## src/rtl/ex_div_pkg.sv

```systemverilog
// Shared constants and state encoding for the iterative execute-stage divider.
package ex_div_pkg;

  typedef enum logic [1:0] {
    DivFree   = 2'b00,
    DivByZero = 2'b01,
    DivOn     = 2'b10,
    DivEnd    = 2'b11
  } div_state_e;

  localparam logic DivResultReady    = 1'b1;
  localparam logic DivResultNotReady = 1'b0;
  localparam logic DivStart          = 1'b1;
  localparam logic DivStop           = 1'b0;

  // Execute-stage ALU op codes that route to this unit.
  localparam logic [7:0] EXE_DIV_OP  = 8'b0001_1010;
  localparam logic [7:0] EXE_DIVU_OP = 8'b0001_1011;

endpackage

```

## src/rtl/ex_div.sv

```systemverilog
// Radix-2 restoring divider for DIV/DIVU; result packs {remainder, quotient} for HI/LO.
// CNT_W must satisfy 2**CNT_W > WIDTH so the counter can reach WIDTH.
module ex_div
  import ex_div_pkg::*;
#(
  parameter int unsigned WIDTH = 32,
  parameter int unsigned CNT_W = 6
) (
  input  logic               clk,
  input  logic               rst,
  input  logic               signed_div_i,
  input  logic [WIDTH-1:0]   opdata1_i,
  input  logic [WIDTH-1:0]   opdata2_i,
  input  logic               start_i,
  input  logic               annul_i,
  output logic [2*WIDTH-1:0] result_o,
  output logic               ready_o,
  output logic               busy_o
);

  div_state_e         state_q, state_d;
  logic [CNT_W-1:0]   cnt_q, cnt_d;
  logic [WIDTH-1:0]   rem_q, rem_d;
  logic [WIDTH-1:0]   quo_q, quo_d;
  logic [WIDTH-1:0]   divisor_q, divisor_d;
  logic               neg_quo_q, neg_quo_d;
  logic               neg_rem_q, neg_rem_d;
  logic [2*WIDTH-1:0] result_q, result_d;
  logic               ready_q, ready_d;

  logic [WIDTH:0]     shifted;
  logic [WIDTH:0]     diff;
  logic [WIDTH-1:0]   op1_mag, op2_mag;
  logic [WIDTH-1:0]   quo_fix, rem_fix;
  logic               op1_neg, op2_neg;

  always_comb begin
    state_d   = state_q;
    cnt_d     = cnt_q;
    rem_d     = rem_q;
    quo_d     = quo_q;
    divisor_d = divisor_q;
    neg_quo_d = neg_quo_q;
    neg_rem_d = neg_rem_q;
    result_d  = result_q;
    ready_d   = ready_q;

    op1_neg = signed_div_i & opdata1_i[WIDTH-1];
    op2_neg = signed_div_i & opdata2_i[WIDTH-1];
    op1_mag = op1_neg ? -opdata1_i : opdata1_i;
    op2_mag = op2_neg ? -opdata2_i : opdata2_i;

    // Partial remainder is WIDTH+1 bits; its MSB after subtracting is the borrow.
    shifted = {rem_q, quo_q[WIDTH-1]};
    diff    = shifted - {1'b0, divisor_q};
    quo_fix = neg_quo_q ? -quo_q : quo_q;
    rem_fix = neg_rem_q ? -rem_q : rem_q;

    unique case (state_q)
      DivFree: begin
        if (start_i == DivStart && !annul_i) begin
          rem_d     = '0;
          quo_d     = op1_mag;
          divisor_d = op2_mag;
          neg_quo_d = op1_neg ^ op2_neg;
          neg_rem_d = op1_neg;
          cnt_d     = '0;
          state_d   = (opdata2_i == '0) ? DivByZero : DivOn;
        end
      end
      DivByZero: begin
        result_d = '0;
        ready_d  = DivResultReady;
        state_d  = DivEnd;
      end
      DivOn: begin
        if (annul_i) begin
          cnt_d   = '0;
          state_d = DivFree;
        end else if (cnt_q == CNT_W'(WIDTH)) begin
          result_d = {rem_fix, quo_fix};
          ready_d  = DivResultReady;
          state_d  = DivEnd;
        end else begin
          if (!diff[WIDTH]) begin
            rem_d = diff[WIDTH-1:0];
            quo_d = {quo_q[WIDTH-2:0], 1'b1};
          end else begin
            rem_d = shifted[WIDTH-1:0];
            quo_d = {quo_q[WIDTH-2:0], 1'b0};
          end
          cnt_d = cnt_q + CNT_W'(1);
        end
      end
      DivEnd: begin
        if (start_i == DivStop) begin
          result_d = '0;
          ready_d  = DivResultNotReady;
          state_d  = DivFree;
        end
      end
      default: state_d = DivFree;
    endcase
  end

  always_ff @(posedge clk or negedge rst) begin
    if (!rst) begin
      state_q   <= DivFree;
      cnt_q     <= '0;
      rem_q     <= '0;
      quo_q     <= '0;
      divisor_q <= '0;
      neg_quo_q <= 1'b0;
      neg_rem_q <= 1'b0;
      result_q  <= '0;
      ready_q   <= DivResultNotReady;
    end else begin
      state_q   <= state_d;
      cnt_q     <= cnt_d;
      rem_q     <= rem_d;
      quo_q     <= quo_d;
      divisor_q <= divisor_d;
      neg_quo_q <= neg_quo_d;
      neg_rem_q <= neg_rem_d;
      result_q  <= result_d;
      ready_q   <= ready_d;
    end
  end

  assign result_o = result_q;
  assign ready_o  = ready_q;
  assign busy_o   = (state_q == DivByZero) || (state_q == DivOn);

endmodule

```

## config.mk

```make
export PLATFORM = sky130hd
export DESIGN_NAME = ex_div
export DESIGN_NICKNAME = d
export VERILOG_FILES = /design/src/rtl/ex_div_pkg.sv /design/src/rtl/ex_div.sv
export SDC_FILE = /design/constraint.sdc
export NUM_CORES = 1
export LEC_CHECK = 0
export ABC_AREA = 1
export BUFFER_PORTS_ARGS = -buffer_cell sky130_fd_sc_hd__buf_2
export CORE_UTILIZATION = 45
export CTS_CLUSTER_SIZE = 40
export DETAILED_ROUTE_END_ITERATION = 6
export PLACE_DENSITY = 0.67
export RECOVER_POWER = 50
export SLEW_MARGIN = 20
export SYNTH_ARGS = -nofsm -noshare
export SYNTH_HDL_FRONTEND = slang
export SYNTH_SLANG_ARGS = --single-unit
```

## constraint.sdc

```tcl
create_clock -name clk -period 2.4 [get_ports clk]
set_input_delay 0.12 -clock clk [delete_from_list [all_inputs] [get_ports clk]]
set_output_delay 0.12 -clock clk [all_outputs]
set_load 0.05 [all_outputs]
```

==> flow_metrics.tcl, run 1 <==
set metrics [dict create \
    maxCapViolCount 0 \
    h-tree-depth 4 \
    hold_viol 0 \
    p_leak_nw 8.28 \
    fmax_ghz 0.427 \
    insertion_delay_ps 450 \
    grt_use_total_pct 27.8 \
    drt_iter0_drc 1105 \
    cp_common_cell "nand2_2" \
    power_density_nw_per_um2 1090 \
    synth_fp_nets 2113 \
    r2r_setup_slack_ps 60 \
    endpoint_kind "register" \
    cp_cell_sequence "ha_2, fa_2, inv_2, nand2_1, nand2_2, nand3_2, nand2_2, nand2_2, nand2_4, nand2_4, nand2_2, nand2_2, nand2_4, clkbuf_16, nand2_1, nand3_1, nand2_1" \
    syn_inst 2000 \
    die-area_um2 29500 \
    ys_async_sr_fraction_pct 100 \
    fin_cells 2564 \
    synth_cell_types 46 \
    grt_pass1_vias 12200 \
    cpLargestDelayFamily "simple AND/OR/NAND/NOR gates" \
    synth_top_flop_cell "dfrtp_1" \
    vdd_ir_drop_max_uv 820 \
    rsz0062_at_grt "yes" \
    drive_gt1_share_pct 13.5 \
    hold_class "primary input to register" \
    maxSlewViolCount 0 \
    fillCellCount 2864 \
    wl_per_cell_um 15.9 \
    r2r-start "divisor_q[0]" \
    dp_hpwl_um 31600 \
    synth_area_per_cell_um2 6.48 \
    synth_enable_flop_cells 0 \
    status "complete, no violations" \
    rows 61 \
    min_from "opdata2_i[25]" \
    clock_sinks 171 \
    dr.pass1.iters 5 \
    syn_to_final_growth_pct 18.5 \
    ys_warn_count 0 \
    place_congestion 0.950 \
    setup_viol 0 \
    slowest_stage "dfrtp_1" \
    crit_fanout 7 \
    place_inst 2518 \
    whs_path_depth 4 \
    path_buf_inv 2 \
    synth_common_cells "617 x nand2_1, 278 x inv_1, 177 x nand3_1" \
    period_minus_slack_ps 2340 \
    grt.overflow.total 0 \
    synth_top_area_cell "dfrtp_1" \
    cp-start-kind "register" \
    totalWireLength_um 40800 \
    ff2ff_path_depth 17 \
    start_util_pct 46.2 \
    drtAntennaViolNets 0 \
    final_core_util_pct 54.7 \
    drc 0 \
    crit_arrival_ps 2670 \
    p_total_w 0.0167 \
    viasPerCell 5.25 \
    port_buffers 134 \
    skew_ps 19.0 \
    cp.required_ps 2730 \
    rr_endpoint "rem_q[22]" \
    n_antenna_cell 0 \
    slew-limit-headroom_pct 18.2 \
    synth_top_area_share_pct 33.0 \
    grt_max_degree 64 \
    die_w_um 172 \
    cts_buffer_depth 2 \
    pin_count 135 \
    root_buffer "clkbuf_16" \
    core_area_um2 28100 \
    netlist_area_um2 13000 \
    die_h_um 172 \
    path_class "register to register" \
    ys_ff_latch 171 \
    antenna_found_initial 0 \
    finalCritPeriodShare_pct 97.6 \
    cts_tree "built" \
    setup-tns-final_ps 0 \
    ys_seq_area_share_pct 33.0 \
    worst_pin_slew_ps 1230 \
    clk_pin_slew_ps 80 \
    min_to "divisor_q[25]" \
    layout.nets 2286 \
    slowest_delay_ps 390 \
    grt_pass1_wl_um 63800 \
    dr_total_vias 13500 \
    synthTopCellsByArea "dfrtp_1 33%, nand2_1 18%, inv_1 8.0%" \
    yosys.cell_count.top_type "nand2_1" \
    numCtsBuffers 17 \
]
==> report_power, final <==
part           internal (W)  switching, W
Clock               0.00141       0.00144
Sequential          0.00380      0.000668
Combinational       0.00285       0.00654
==> worst max-delay path by stage <==
| stage | startpoint | cells past startpoint | slack (ps) | end |
|---|---|---|---|---|
| 6_report | divisor_q[0] | 17 | 60 | rem_q[22] |
| 5_1_grt | divisor_q[0] | 17 | -60 | rem_q[6] |
| 4_1_cts | quo_q[31] | 18 | 30 | rem_q[21] |
| 3_5_place_dp | quo_q[31] | 18 | 50 | rem_q[21] |
| 3_3_place_gp | divisor_q[0] | 17 | 130 | rem_q[5] |
| 2_1_floorplan | quo_q[31] | 18 | 230 | rem_q[6] |
==> logic make-up (layout without fill, tap and decap cells) <==
kind of cell               count (synthesis)  count (layout)  share of synthesized area (%)
and+or+nand+nor                         1064            1064                           34.6
xor gates and xnor gates                  71              71                           4.80
AOI/OAI and AO/OA                        305             305                           12.7
buffers and inverters                    345             531                           10.6
DFF                                      171             171                           33.0
adders and majority gates                 44              44                           4.30
==> cells in the final DEF, fill, tap and decap left out, types with 21 or more instances in the layout <==
master / synthesis / final
nor3_1: 28 / 27
clkbuf_1: 33 / 28
inv_1: 278 / 277
xor2_1: 57 / 57
buf_4: 6 / 60
o21ai_0: 144 / 144
nand4_1: 31 / 31
o21ai_1: 32 / 32
nand3_1: 177 / 170
ha_1: 43 / 31
nand2_1: 617 / 608
a21oi_1: 87 / 86
clkbuf_16: 0 / 21
nor2_1: 167 / 163
dfrtp_1: 171 / 171
buf_2: 10 / 106
==> layout make-up <==
type | count | area, um2 | area share, %
tap | 378 | 473 | 3.08
timing repair buffer | 214 | 1420 | 9.25
inverter | 285 | 1070 | 6.98
clock buffer | 17 | 425 | 2.77
multi-input combinational | 1484 | 7530 | 49.0
clock inverter | 15 | 170 | 1.11
sequential | 171 | 4280 | 27.8
==> per-stage QoR <==
step	setup slack [ps]	hold slack (ps)	cell area, um2
2_1_floorplan	234	-176	13000
3_3_place_gp	135	82.9	14400
3_5_place_dp	51.7	85.4	14400
4_1_cts	26.2	0.150	15100
5_1_grt	-59.7	15.2	15400
6_report	57.1	3.96	15400
==> worst register-to-register path: cells and delay by family (launching register included) <==
kind          cells  cell delay [ps]
fa+ha+maj         2              560
buf+inv           2              230
flops             1              390
simple gates     13             1030
==> routing by layer <==
| layer | vias to the layer above | global-route usage, % | wire length (um) |
|---|---|---|---|
| met5 | - | 0 | 0 |
| met4 | 0 | 9.12 | 867 |
| met3 | 50 | 3.45 | 2740 |
| met2 | 469 | 39.3 | 16900 |
| met1 | 6173 | 42.9 | 20300 |
| li1 | 6759 | - | - |
==> registers in the layout, summed over array words and instances, names as in the netlist <==
signal	count
ready_o	1
cnt_q	6
state_q	2
neg_quo_q	1
rem_q	32
neg_rem_q	1
quo_q	32
result_o	64
divisor_q	32
==> timing repair <==
item / in CTS / in global routing
resized for setup: 0 / 45
hold buffers: 3 / 0
setup buffers: 0 / 5
endpoints found under the hold margin: 44 / 0
endpoints found under the setup margin: 0 / 50
(Power assumes the default switching activity.)
==> run 2, diff against run 1 <==
- CELL_PAD_IN_SITES_DETAIL_PLACEMENT: not set -> 1
- CELL_PAD_IN_SITES_GLOBAL_PLACEMENT: not set -> 2
- CORE_UTILIZATION: 45 -> 33
- PLACE_DENSITY: 0.67 -> 0.84
==> run 2 against run 1 <==
Effect of this change: utilization shrank 14 points; via count up 1.0%; final cell count rose by 5.5%; register-to-register slack is essentially flat; sequential cell count unchanged; design area grew 2.0%; highest routed layer unchanged; routed wire length rose by 21%; critical endpoint is now rem_q[1]; clock skew up 1.4 ps; largest cell class unchanged; fmax shrank 0.28%; sequential share of layout area is 0.53 points lower; critical path type unchanged; largest power group unchanged; clock-buffer cell count increased by 2; worst hold slack improved by 18 ps.
==> flow_metrics.tcl, run 2 (synthesis results as in run 1) <==
set metrics [dict create \
    h-tree-depth 4 \
    grt.overflow.total 0 \
    drc 0 \
    power_density_nw_per_um2 1100 \
    totalWireLength_um 49500 \
    insertion_delay_ps 460 \
    n_antenna_cell 0 \
    die-area_um2 40100 \
    dr.pass1.iters 5 \
    wl_per_cell_um 18.3 \
    grt_pass1_vias 14100 \
    cp-start-kind "register" \
    place_congestion 0.895 \
    antenna_found_initial 0 \
    crit_arrival_ps 2690 \
    maxCapViolCount 0 \
    setup_viol 0 \
    slowest_delay_ps 470 \
    drive_gt1_share_pct 14.2 \
    pin_count 135 \
    grt_use_total_pct 24.7 \
    status "complete, no violations" \
    slowest_stage "dfrtp_1" \
    cp.required_ps 2740 \
    crit_fanout 5 \
    maxSlewViolCount 0 \
    cp_common_cell "nand2_1" \
    fillCellCount 5062 \
    hold_class "primary input to register" \
    vdd_ir_drop_max_uv 652 \
    layout_commonest_cell "nand2_1" \
    drtAntennaViolNets 0 \
    root_buffer "clkbuf_16" \
    cts_tree "built" \
    fmax_ghz 0.426 \
    drt_iter0_drc 883 \
    viasPerCell 5.03 \
    clock_sinks 171 \
    cp_cell_sequence "ha_1, nand2_1, a21oi_1, nor2_1, nand2_1, a21oi_4, nand2_4, nand2_4, nand2_8, buf_4, nand2_1, nand2_1, nand2_1, nand2_1" \
    numCtsBuffers 17 \
    path_buf_inv 1 \
    cpLargestDelayFamily "simple AND/OR/NAND/NOR gates" \
    dr_total_vias 13600 \
    period_minus_slack_ps 2350 \
    path_class "register to register" \
    die_h_um 200 \
    syn_to_final_growth_pct 20.9 \
    hold_ws_ps 22.1 \
    grt_max_degree 65 \
    rows 72 \
    layout_common_cells "609 x nand2_1, 273 x inv_1, 168 x nand3_1, 168 x dfrtp_1, 165 x nor2_1" \
    slew-limit-headroom_pct 9.61 \
    dp_hpwl_um 39000 \
    fin_area_um2 15700 \
    start_util_pct 33.5 \
    endpoint_kind "register" \
    cts_buffer_depth 2 \
    hold_viol 0 \
    setup-tns-final_ps 0 \
    grt_pass1_wl_um 78200 \
    core_area_um2 38700 \
    worst_pin_slew_ps 1360 \
    skew_ps 20.4 \
    p_leak_nw 8.29 \
    clk_pin_slew_ps 70 \
    place_area_um2 14600 \
    p_total_w 0.0172 \
    largest_reg_flops 64 \
    layout.nets 2287 \
    finalCritPeriodShare_pct 97.9 \
    port_buffers 134 \
    die_w_um 200 \
]
run 2: changes by cell type in the layout (fill, tap and decap cells not counted), sizes merged:
cell / previous run / this run
bufinv: 0 / 1
inv: 293 / 289
clkbuf: 51 / 49
buf: 177 / 182
run 2: power by group:
| group | leakage (nW) | internal [W] | total (W) | switching [W] |
|---|---|---|---|---|
| Sequential | 2.24 | 0.00380 | 0.00452 | 0.000718 |
| Clock | 0.263 | 0.00144 | 0.00269 | 0.00126 |
| Combinational | 5.78 | 0.00297 | 0.0100 | 0.00705 |
run 2: per-layer routing:
layer	global-route usage, %	routed length (um)
met5	0	0
met1	37.3	26000
met2	37.1	21100
met4	4.81	590
met3	3.32	1850
run 2: layout make-up:
class                           count  area [um2]  area share, %
Timing Repair Buffer              215        1430           9.13
Tap cell                          518         648           4.13
Clock inverter                     12         116          0.742
Sequential cell                   171        4280           27.3
Inverter                          285        1070           6.84
Multi-Input combinational cell   1484        7700           49.1
Clock buffer                       19         433           2.76
run 2: timing repair:
action | 4_1_cts | 5_1_grt
resized for setup | 5 | 65
setup buffers | 1 | 2
cloned | 1 | 4
pin swaps | 1 | 12
hold endpoints to repair | 50 | 0
setup endpoints to repair | 13 | 36
hold buffers | 3 | 0
run 2: worst paths after layout:
path / start / to / slack (ps) / cells past startpoint
min in group asynchronous: rst / result_o[22] / 520 / 2
worst min register to register: result_o[15] / result_o[15] / 480 / 2
worst max register to register: rem_q[29] / rem_q[1] / 50 / 14
max in group asynchronous: rst / divisor_q[11] / 350 / 3
worst min-delay path: opdata2_i[29] / divisor_q[29] / 20 / 4
worst max-delay path: rem_q[29] / rem_q[1] / 50 / 14
run 2: metrics by stage:
step / setup WS, ps / utilization, % / std cells
3_3_place_gp: 92.8 / 37.8 / 2662
5_1_grt: -53.5 / 40.5 / 2704
3_5_place_dp: -37.1 / 37.8 / 2662
2_1_floorplan: 234 / - / 2000
6_report: 50.5 / 40.5 / 2704
4_1_cts: 0.0933 / 39.4 / 2698
run 2: worst min-delay path, cell delays in order:
cell	delay, ps
buf_2	90
nand3_1	70
nand3_1	100
nand2_1	50
